--- src/rtl/mem_bus_ctrl_if.sv ---
// mem_bus_ctrl_if: groups the two masters' request/response signals and the
// RAM / I-O side of the shared 8-bit bus into one bundle.
// The controller connects through the slave modport and the environment
// (masters, RAM, I/O port) through the master modport.
// Optional feature macro: MEM_BUS_LOCK_EN adds the per-master lock inputs.
interface mem_bus_ctrl_if;
    logic       m0_req, m1_req;
    logic       m0_we, m1_we;
    logic       m0_io, m1_io;
    logic [7:0] m0_addr, m1_addr;
    logic [7:0] m0_wdata, m1_wdata;
`ifdef MEM_BUS_LOCK_EN
    logic       m0_lock, m1_lock;
`endif
    logic       m0_gnt, m1_gnt;
    logic       m0_done, m1_done;
    logic [7:0] rdata;
    logic [7:0] ram_addr, ram_wdata, ram_rdata;
    logic       ram_we, ram_oe, mem_clk;
    logic [7:0] io_addr, io_wdata, io_rdata;
    logic       io_wr, io_rd;
    logic       busy;

    modport slave (
        input  m0_req, m1_req, m0_we, m1_we, m0_io, m1_io,
        input  m0_addr, m1_addr, m0_wdata, m1_wdata,
`ifdef MEM_BUS_LOCK_EN
        input  m0_lock, m1_lock,
`endif
        input  ram_rdata, io_rdata,
        output m0_gnt, m1_gnt, m0_done, m1_done, rdata,
        output ram_addr, ram_wdata, ram_we, ram_oe, mem_clk,
        output io_addr, io_wdata, io_wr, io_rd, busy
    );

    modport master (
        output m0_req, m1_req, m0_we, m1_we, m0_io, m1_io,
        output m0_addr, m1_addr, m0_wdata, m1_wdata,
`ifdef MEM_BUS_LOCK_EN
        output m0_lock, m1_lock,
`endif
        output ram_rdata, io_rdata,
        input  m0_gnt, m1_gnt, m0_done, m1_done, rdata,
        input  ram_addr, ram_wdata, ram_we, ram_oe, mem_clk,
        input  io_addr, io_wdata, io_wr, io_rd, busy
    );
endinterface

--- src/rtl/mem_bus_ctrl.sv ---
// mem_bus_ctrl: round-robin arbiter and three-phase (SETUP/STROBE/DONE)
// sequencer for the shared 8-bit RAM / I-O bus with two masters.
// Optional feature macro: MEM_BUS_LOCK_EN -- the owning master may hold
// lock to be regranted directly from DONE (atomic read-modify-write).
// Every bus strobe is a register output so mem_clk cannot glitch.
module mem_bus_ctrl #(
    parameter logic [7:0] IO_IN_ADDR  = 8'h01,
    parameter logic [7:0] IO_OUT_ADDR = 8'h00
) (
    input logic           clk,
    input logic           reset,
    mem_bus_ctrl_if.slave bus
);

    typedef enum logic [1:0] {IDLE, SETUP, STROBE, DONE} state_t;

    state_t     state, state_next;
    logic       owner, owner_next;    // 0 = m0, 1 = m1
    logic       last, last_next;      // last master granted by arbitration
    logic       we_q, io_q, we_next, io_next;
    logic [7:0] addr_q, wdata_q, addr_next, wdata_next;
    logic       cand0, cand1, lock_hold, grant, win;
    logic       in_txn_next, ram_phase_next, strobe_next;

    logic       gnt0_q, gnt1_q, done0_q, done1_q;
    logic       ram_we_q, ram_oe_q, mem_clk_q, io_wr_q, io_rd_q;
    logic [7:0] rdata_q, ram_addr_q, ram_wdata_q, io_addr_q, io_wdata_q;

    // Read data source: RAM, the I/O input port, or open bus (8'hFF).
    function automatic logic [7:0] read_value(input logic io, input logic [7:0] addr,
                                              input logic [7:0] ram_in, input logic [7:0] io_in);
        if (!io)
            return ram_in;
        else if (addr == IO_IN_ADDR)
            return io_in;
        else
            return 8'hFF;
    endfunction

    // Arbitration, next state and the fields latched for the next transaction.
    always_comb begin
        state_next = state;
        owner_next = owner;
        last_next  = last;
        we_next    = we_q;
        io_next    = io_q;
        addr_next  = addr_q;
        wdata_next = wdata_q;
        cand0      = 1'b0;
        cand1      = 1'b0;
        lock_hold  = 1'b0;
        grant      = 1'b0;
        win        = 1'b0;

        if (state == IDLE || state == DONE) begin
            // The finishing master's own request is not considered in its DONE cycle.
            cand0 = bus.m0_req && !(state == DONE && owner == 1'b0);
            cand1 = bus.m1_req && !(state == DONE && owner == 1'b1);
`ifdef MEM_BUS_LOCK_EN
            if (state == DONE)
                lock_hold = owner ? (bus.m1_lock && bus.m1_req) : (bus.m0_lock && bus.m0_req);
`endif
            grant = cand0 || cand1 || lock_hold;
            if (lock_hold)
                win = owner;
            else if (cand0 && cand1)
                win = ~last;
            else
                win = cand1;
        end

        case (state)
            IDLE:    state_next = grant ? SETUP : IDLE;
            SETUP:   state_next = STROBE;
            STROBE:  state_next = DONE;
            DONE:    state_next = grant ? SETUP : IDLE;
            default: state_next = IDLE;
        endcase

        if (grant) begin
            owner_next = win;
            if (!lock_hold)
                last_next = win;
            we_next    = win ? bus.m1_we    : bus.m0_we;
            io_next    = win ? bus.m1_io    : bus.m0_io;
            addr_next  = win ? bus.m1_addr  : bus.m0_addr;
            wdata_next = win ? bus.m1_wdata : bus.m0_wdata;
        end

        in_txn_next    = (state_next != IDLE);
        ram_phase_next = (state_next == SETUP) || (state_next == STROBE);
        strobe_next    = (state_next == STROBE);
    end

    // State register, arbitration pointer and latched transaction fields.
    always_ff @(posedge clk) begin
        if (reset) begin
            state   <= IDLE;
            owner   <= 1'b0;
            last    <= 1'b1;
            we_q    <= 1'b0;
            io_q    <= 1'b0;
            addr_q  <= 8'h00;
            wdata_q <= 8'h00;
        end else begin
            state   <= state_next;
            owner   <= owner_next;
            last    <= last_next;
            we_q    <= we_next;
            io_q    <= io_next;
            addr_q  <= addr_next;
            wdata_q <= wdata_next;
        end
    end

    // Registered grants, done pulses and bus strobes for the state being entered.
    always_ff @(posedge clk) begin
        if (reset) begin
            gnt0_q    <= 1'b0;
            gnt1_q    <= 1'b0;
            done0_q   <= 1'b0;
            done1_q   <= 1'b0;
            ram_oe_q  <= 1'b0;
            ram_we_q  <= 1'b0;
            mem_clk_q <= 1'b0;
            io_wr_q   <= 1'b0;
            io_rd_q   <= 1'b0;
        end else begin
            gnt0_q    <= in_txn_next && !owner_next;
            gnt1_q    <= in_txn_next && owner_next;
            done0_q   <= (state_next == DONE) && !owner_next;
            done1_q   <= (state_next == DONE) && owner_next;
            ram_oe_q  <= ram_phase_next && !io_next && !we_next;
            ram_we_q  <= ram_phase_next && !io_next && we_next;
            mem_clk_q <= strobe_next && !io_next;
            io_wr_q   <= strobe_next && io_next && we_next && (addr_next == IO_OUT_ADDR);
            io_rd_q   <= strobe_next && io_next && !we_next && (addr_next == IO_IN_ADDR);
        end
    end

    // Address/data outputs follow the granted transaction; read data is captured leaving STROBE.
    always_ff @(posedge clk) begin
        if (reset) begin
            ram_addr_q  <= 8'h00;
            ram_wdata_q <= 8'h00;
            io_addr_q   <= 8'h00;
            io_wdata_q  <= 8'h00;
            rdata_q     <= 8'h00;
        end else begin
            if (grant) begin
                if (io_next) begin
                    io_addr_q  <= addr_next;
                    io_wdata_q <= wdata_next;
                end else begin
                    ram_addr_q  <= addr_next;
                    ram_wdata_q <= wdata_next;
                end
            end
            if (state == STROBE && !we_q)
                rdata_q <= read_value(io_q, addr_q, bus.ram_rdata, bus.io_rdata);
        end
    end

    assign bus.m0_gnt    = gnt0_q;
    assign bus.m1_gnt    = gnt1_q;
    assign bus.m0_done   = done0_q;
    assign bus.m1_done   = done1_q;
    assign bus.rdata     = rdata_q;
    assign bus.ram_addr  = ram_addr_q;
    assign bus.ram_wdata = ram_wdata_q;
    assign bus.ram_we    = ram_we_q;
    assign bus.ram_oe    = ram_oe_q;
    assign bus.mem_clk   = mem_clk_q;
    assign bus.io_addr   = io_addr_q;
    assign bus.io_wdata  = io_wdata_q;
    assign bus.io_wr     = io_wr_q;
    assign bus.io_rd     = io_rd_q;
    assign bus.busy      = (state != IDLE);

endmodule
--- src/flat_wrapper.sv ---
// flat-port wrapper written by rule: the top's interface ports become plain ports
module mem_bus_ctrl_flat 
#(
    parameter logic [7:0] IO_IN_ADDR  = 8'h01,
    parameter logic [7:0] IO_OUT_ADDR = 8'h00
)
  (clk, reset, bus_m0_req, bus_m1_req, bus_m0_we, bus_m1_we, bus_m0_io, bus_m1_io, bus_m0_addr, bus_m1_addr, bus_m0_wdata, bus_m1_wdata, bus_ram_rdata, bus_io_rdata, bus_m0_gnt, bus_m1_gnt, bus_m0_done, bus_m1_done, bus_rdata, bus_ram_addr, bus_ram_wdata, bus_ram_we, bus_ram_oe, bus_mem_clk, bus_io_addr, bus_io_wdata, bus_io_wr, bus_io_rd, bus_busy);
  mem_bus_ctrl_if bus_i ();
  input logic clk;
  input logic reset;
  input wire logic [$bits(bus_i.m0_req)-1:0] bus_m0_req;
  input wire logic [$bits(bus_i.m1_req)-1:0] bus_m1_req;
  input wire logic [$bits(bus_i.m0_we)-1:0] bus_m0_we;
  input wire logic [$bits(bus_i.m1_we)-1:0] bus_m1_we;
  input wire logic [$bits(bus_i.m0_io)-1:0] bus_m0_io;
  input wire logic [$bits(bus_i.m1_io)-1:0] bus_m1_io;
  input wire logic [$bits(bus_i.m0_addr)-1:0] bus_m0_addr;
  input wire logic [$bits(bus_i.m1_addr)-1:0] bus_m1_addr;
  input wire logic [$bits(bus_i.m0_wdata)-1:0] bus_m0_wdata;
  input wire logic [$bits(bus_i.m1_wdata)-1:0] bus_m1_wdata;
  input wire logic [$bits(bus_i.ram_rdata)-1:0] bus_ram_rdata;
  input wire logic [$bits(bus_i.io_rdata)-1:0] bus_io_rdata;
  output wire logic [$bits(bus_i.m0_gnt)-1:0] bus_m0_gnt;
  output wire logic [$bits(bus_i.m1_gnt)-1:0] bus_m1_gnt;
  output wire logic [$bits(bus_i.m0_done)-1:0] bus_m0_done;
  output wire logic [$bits(bus_i.m1_done)-1:0] bus_m1_done;
  output wire logic [$bits(bus_i.rdata)-1:0] bus_rdata;
  output wire logic [$bits(bus_i.ram_addr)-1:0] bus_ram_addr;
  output wire logic [$bits(bus_i.ram_wdata)-1:0] bus_ram_wdata;
  output wire logic [$bits(bus_i.ram_we)-1:0] bus_ram_we;
  output wire logic [$bits(bus_i.ram_oe)-1:0] bus_ram_oe;
  output wire logic [$bits(bus_i.mem_clk)-1:0] bus_mem_clk;
  output wire logic [$bits(bus_i.io_addr)-1:0] bus_io_addr;
  output wire logic [$bits(bus_i.io_wdata)-1:0] bus_io_wdata;
  output wire logic [$bits(bus_i.io_wr)-1:0] bus_io_wr;
  output wire logic [$bits(bus_i.io_rd)-1:0] bus_io_rd;
  output wire logic [$bits(bus_i.busy)-1:0] bus_busy;
  assign bus_i.m0_req = bus_m0_req;
  assign bus_i.m1_req = bus_m1_req;
  assign bus_i.m0_we = bus_m0_we;
  assign bus_i.m1_we = bus_m1_we;
  assign bus_i.m0_io = bus_m0_io;
  assign bus_i.m1_io = bus_m1_io;
  assign bus_i.m0_addr = bus_m0_addr;
  assign bus_i.m1_addr = bus_m1_addr;
  assign bus_i.m0_wdata = bus_m0_wdata;
  assign bus_i.m1_wdata = bus_m1_wdata;
  assign bus_i.ram_rdata = bus_ram_rdata;
  assign bus_i.io_rdata = bus_io_rdata;
  assign bus_m0_gnt = bus_i.m0_gnt;
  assign bus_m1_gnt = bus_i.m1_gnt;
  assign bus_m0_done = bus_i.m0_done;
  assign bus_m1_done = bus_i.m1_done;
  assign bus_rdata = bus_i.rdata;
  assign bus_ram_addr = bus_i.ram_addr;
  assign bus_ram_wdata = bus_i.ram_wdata;
  assign bus_ram_we = bus_i.ram_we;
  assign bus_ram_oe = bus_i.ram_oe;
  assign bus_mem_clk = bus_i.mem_clk;
  assign bus_io_addr = bus_i.io_addr;
  assign bus_io_wdata = bus_i.io_wdata;
  assign bus_io_wr = bus_i.io_wr;
  assign bus_io_rd = bus_i.io_rd;
  assign bus_busy = bus_i.busy;
  mem_bus_ctrl #(.IO_IN_ADDR(IO_IN_ADDR), .IO_OUT_ADDR(IO_OUT_ADDR)) u_core (.clk(clk), .reset(reset), .bus(bus_i));
endmodule
--- config.mk ---
export PLATFORM = sky130hd
export DESIGN_NAME = mem_bus_ctrl_flat
export DESIGN_NICKNAME = d
export VERILOG_FILES = /design/src/rtl/mem_bus_ctrl_if.sv /design/src/rtl/mem_bus_ctrl.sv /design/src/flat_wrapper.sv
export SDC_FILE = /design/constraint.sdc
export NUM_CORES = 1
export LEC_CHECK = 0
export CAP_MARGIN = 20
export CORE_MARGIN = 2
export CORE_UTILIZATION = 41
export CTS_BUF_LIST = sky130_fd_sc_hd__clkbuf_8
export DETAILED_ROUTE_END_ITERATION = 10
export PLACE_DENSITY = 0.77
export SETUP_SLACK_MARGIN = 0.1
export SLEW_MARGIN = 20
export SYNTH_ARGS = -nofsm -noshare
export SYNTH_HDL_FRONTEND = slang
export SYNTH_SLANG_ARGS = --single-unit
--- constraint.sdc ---
create_clock -name clk -period 2.4 [get_ports clk]
set_input_delay 0.48 -clock clk [delete_from_list [all_inputs] [get_ports clk]]
set_output_delay 0.48 -clock clk [all_outputs]
set_load 0.05 [all_outputs]
==> impl_metrics.py <==
metrics = {
    "global_route": {
        "grt_pass1_vias": 2571,
        "grt_pass1_wl_um": 12200,
        "grt_max_degree": 34,
        "track_usage": 0.214,
        "overflow": 0,
        "antenna_found_initial": 0,
    },
    "clock_network": {
        "cts_hold_buf": 0,
        "cts_root_buf": "clkbuf_8",
        "cts_sinks": 63,
        "cts_max_path_buffers": 2,
        "cts_max_level": 3,
        "postCtsSetupBuffers": 0,
        "cts_tree": "built",
        "cts_buffers": 9,
        "clk_pin_slew_ns": 0.07,
        "clk_latency_ns": 0.34,
    },
    "min_path": {
        "hp-class": "register to register",
    },
    "placement": {
        "port_buffers": 105,
        "dpl_cell_area_um2": 3870,
        "dp_cells": 471,
        "gp_congestion": 0.864,
        "dp_hpwl_um": 5630,
    },
    "routing": {
        "first_pass_iters": 4,
        "drt-total-wl_um": 7270,
        "vias": 2505,
        "drc": 0,
        "drtIter0Drc": 81,
        "drt-vias-per-instance": 5.14,
        "postRouteAntennaNets": 0,
        "routedWlPerCell_um": 14.9,
    },
    "worst_setup_path": {
        "path_class": "register to register",
        "cp.arrival_ns": 2.40,
        "r2r_slack_ns": 0.25,
        "endpoint_kind": "register",
        "crit_fanout": 5,
        "critPathRequiredTime_ns": 2.65,
        "critPathLaunchType": "register",
    },
    "sta": {
        "clock.fmax_ghz": 0.466,
        "post-route-period-util": 0.894,
        "fin_crit_ns": 2.15,
        "holdWs_ns": 0.455,
        "tightest_slew_ns": 0.599,
        "finClkSkew_ns": 0.00753,
        "hold_viol_final": 0,
        "rsz0062_at_grt": "false",
        "maxSlewHeadroom": 0.601,
        "slew_viol_final": 0,
        "setup_violations": 0,
    },
    "final_layout": {
        "final_area_um2": 4070,
        "syn_to_final_growth_pct": 54.1,
        "drive_above_1_share": 0.154,
        "num_antenna_cells": 0,
        "final_nets": 466,
        "final_common_cell": "clkdlybuf4s50_1",
        "fillCellCount": 553,
        "final_cell_mix": "clkdlybuf4s50_1, dfxtp_1, nor2_1",
        "final_cells": 487,
    },
    "logic_synthesis": {
        "ys_seq_area_frac": 0.478,
        "yosys.area.top_type": "dfxtp_1",
        "synth_top_area_share": 0.478,
        "async_reset_ff_frac": 0,
        "synth.distinct_cells": 41,
        "synth-edff-count": 0,
        "synthMuxAreaShare": 0.103,
        "synthAdderAreaFrac": 0.0237,
        "synth-simple-area-share": 0.223,
        "synth_top_flop_cell": "dfxtp_1",
        "yosysWarningCount": 0,
        "netlist_instances": 287,
        "netlist_area_um2": 2640,
        "avgSynthCellArea_um2": 9.19,
        "synth-xor-area-share": 0,
        "synth-compound-area-share": 0.120,
        "synth_fp_nets": 348,
        "netlist_top_cells_area": "dfxtp_1, mux2i_1, nor2_1",
        "synth-seq-cells": 63,
        "synth_top_family_by_area": "simple AND/OR/NAND/NOR gates",
    },
    "power_and_ir_drop": {
        "p_total_mw": 5.90,
        "irDropWorstVdd_mv": 0.798,
        "leakage_nw": 1.62,
        "power.density_nw_per_um2": 1450,
    },
    "floorplan": {
        "num_rows": 29,
        "die_height_um": 84.2,
        "initial_core_util": 0.420,
        "coreArea_um2": 6280,
        "die_area_um2": 7090,
        "ios": 106,
        "die_x_um": 84.2,
    },
    "outcome": {
        "status": "completed",
    },
    "flow_run": {
        "cap_viol_max_count": 0,
    },
}
==> worst paths after layout <==
check,start,endpoint,cells after the start
max,u_core.state[0],u_core.bus.io_wr,8
min,u_core.bus.rdata[5],u_core.bus.rdata[5],2
max reg2reg,u_core.state[0],u_core.bus.io_wr,8
min reg2reg,u_core.bus.rdata[5],u_core.bus.rdata[5],2
==> metrics by stage <==
| step | setup WS [ns] | TNS [ns] | utilization |
|---|---|---|---|
| 2_1_floorplan | 0.223 | 0 | - |
| 3_3_place_gp | -0.0136 | -0.0136 | 0.616 |
| 3_5_place_dp | -0.110 | -0.178 | 0.616 |
| 4_1_cts | 0.116 | 0 | 0.646 |
| 5_1_grt | 0.102 | 0 | 0.648 |
| 6_report | 0.254 | 0 | 0.648 |
==> cells by family after synthesis <==
logic type | count (synthesis)
buf+inv | 29
fa+ha+maj | 5
mux | 26
simple gates | 115
flops | 63
compound gates | 49
==> flip-flops by register name (all words and copies together) (netlist names), 2 cells and up <==
register	count
u_core.addr_q	8
u_core.bus.io_addr	8
u_core.bus.io_wdata	8
u_core.bus.ram_addr	8
u_core.bus.ram_wdata	8
u_core.bus.rdata	8
u_core.state	2
==> report_power, final <==
group	leakage [nW]	switching (mW)	total (mW)	internal, mW
registers	0.517	0.214	1.62	1.41
clock network	0.0918	0.411	0.807	0.396
logic	1.01	2.10	3.47	1.37
total	1.62	2.72	5.90	3.18
==> what timing repair did <==
action,CTS,global route
setup endpoints to repair,1,3
resized for setup,2,4
cloned,0,0
pin swaps,1,2
==> metal layers <==
metal	vias up	global-route usage	share of wire	routed length, µm
met4	0	0.0777	0.017	125
met1	1156	0.258	0.43	3140
met5	-	0	0	0
li1	1246	-	-	-
met3	12	0.0629	0.074	539
met2	91	0.363	0.48	3460
==> synthesized netlist by cell type (2+ instances only) <==
library cell and n:
dfxtp_1 63, nor2_1 35, nand2_1 31, a21oi_1 25
mux2i_1 16, nand4_1 12, clkbuf_1 10, mux2_2 10
nor3_1 10, a211oi_1 8, buf_2 8, o221ai_1 8
or3_1 8, inv_1 6, ha_1 5, buf_4 3
nor2b_1 3, and2_1 2, nand2b_1 2
==> cell type report <==
| cell class | instances | area (µm²) | share of cell area |
|---|---|---|---|
| inverters | 6 | 22.5 | 0.00554 |
| clock buffers | 10 | 138 | 0.0339 |
| clock inverters | 6 | 36.3 | 0.00893 |
| flip-flops and latches | 63 | 1260 | 0.311 |
| well taps | 77 | 96.3 | 0.0237 |
| repair buffers | 130 | 1250 | 0.307 |
| multi-input cells | 195 | 1260 | 0.310 |
==> critical path: stages (launching register included) <==
cell	delay [ns]
dfxtp_2	0.33
ha_1	0.24
nand3b_2	0.24
nand3_2	0.11
buf_4	0.16
mux2_2	0.35
mux2i_1	0.20
nand4_1	0.16
nor4b_2	0.26
(Power assumes the default switching activity.)
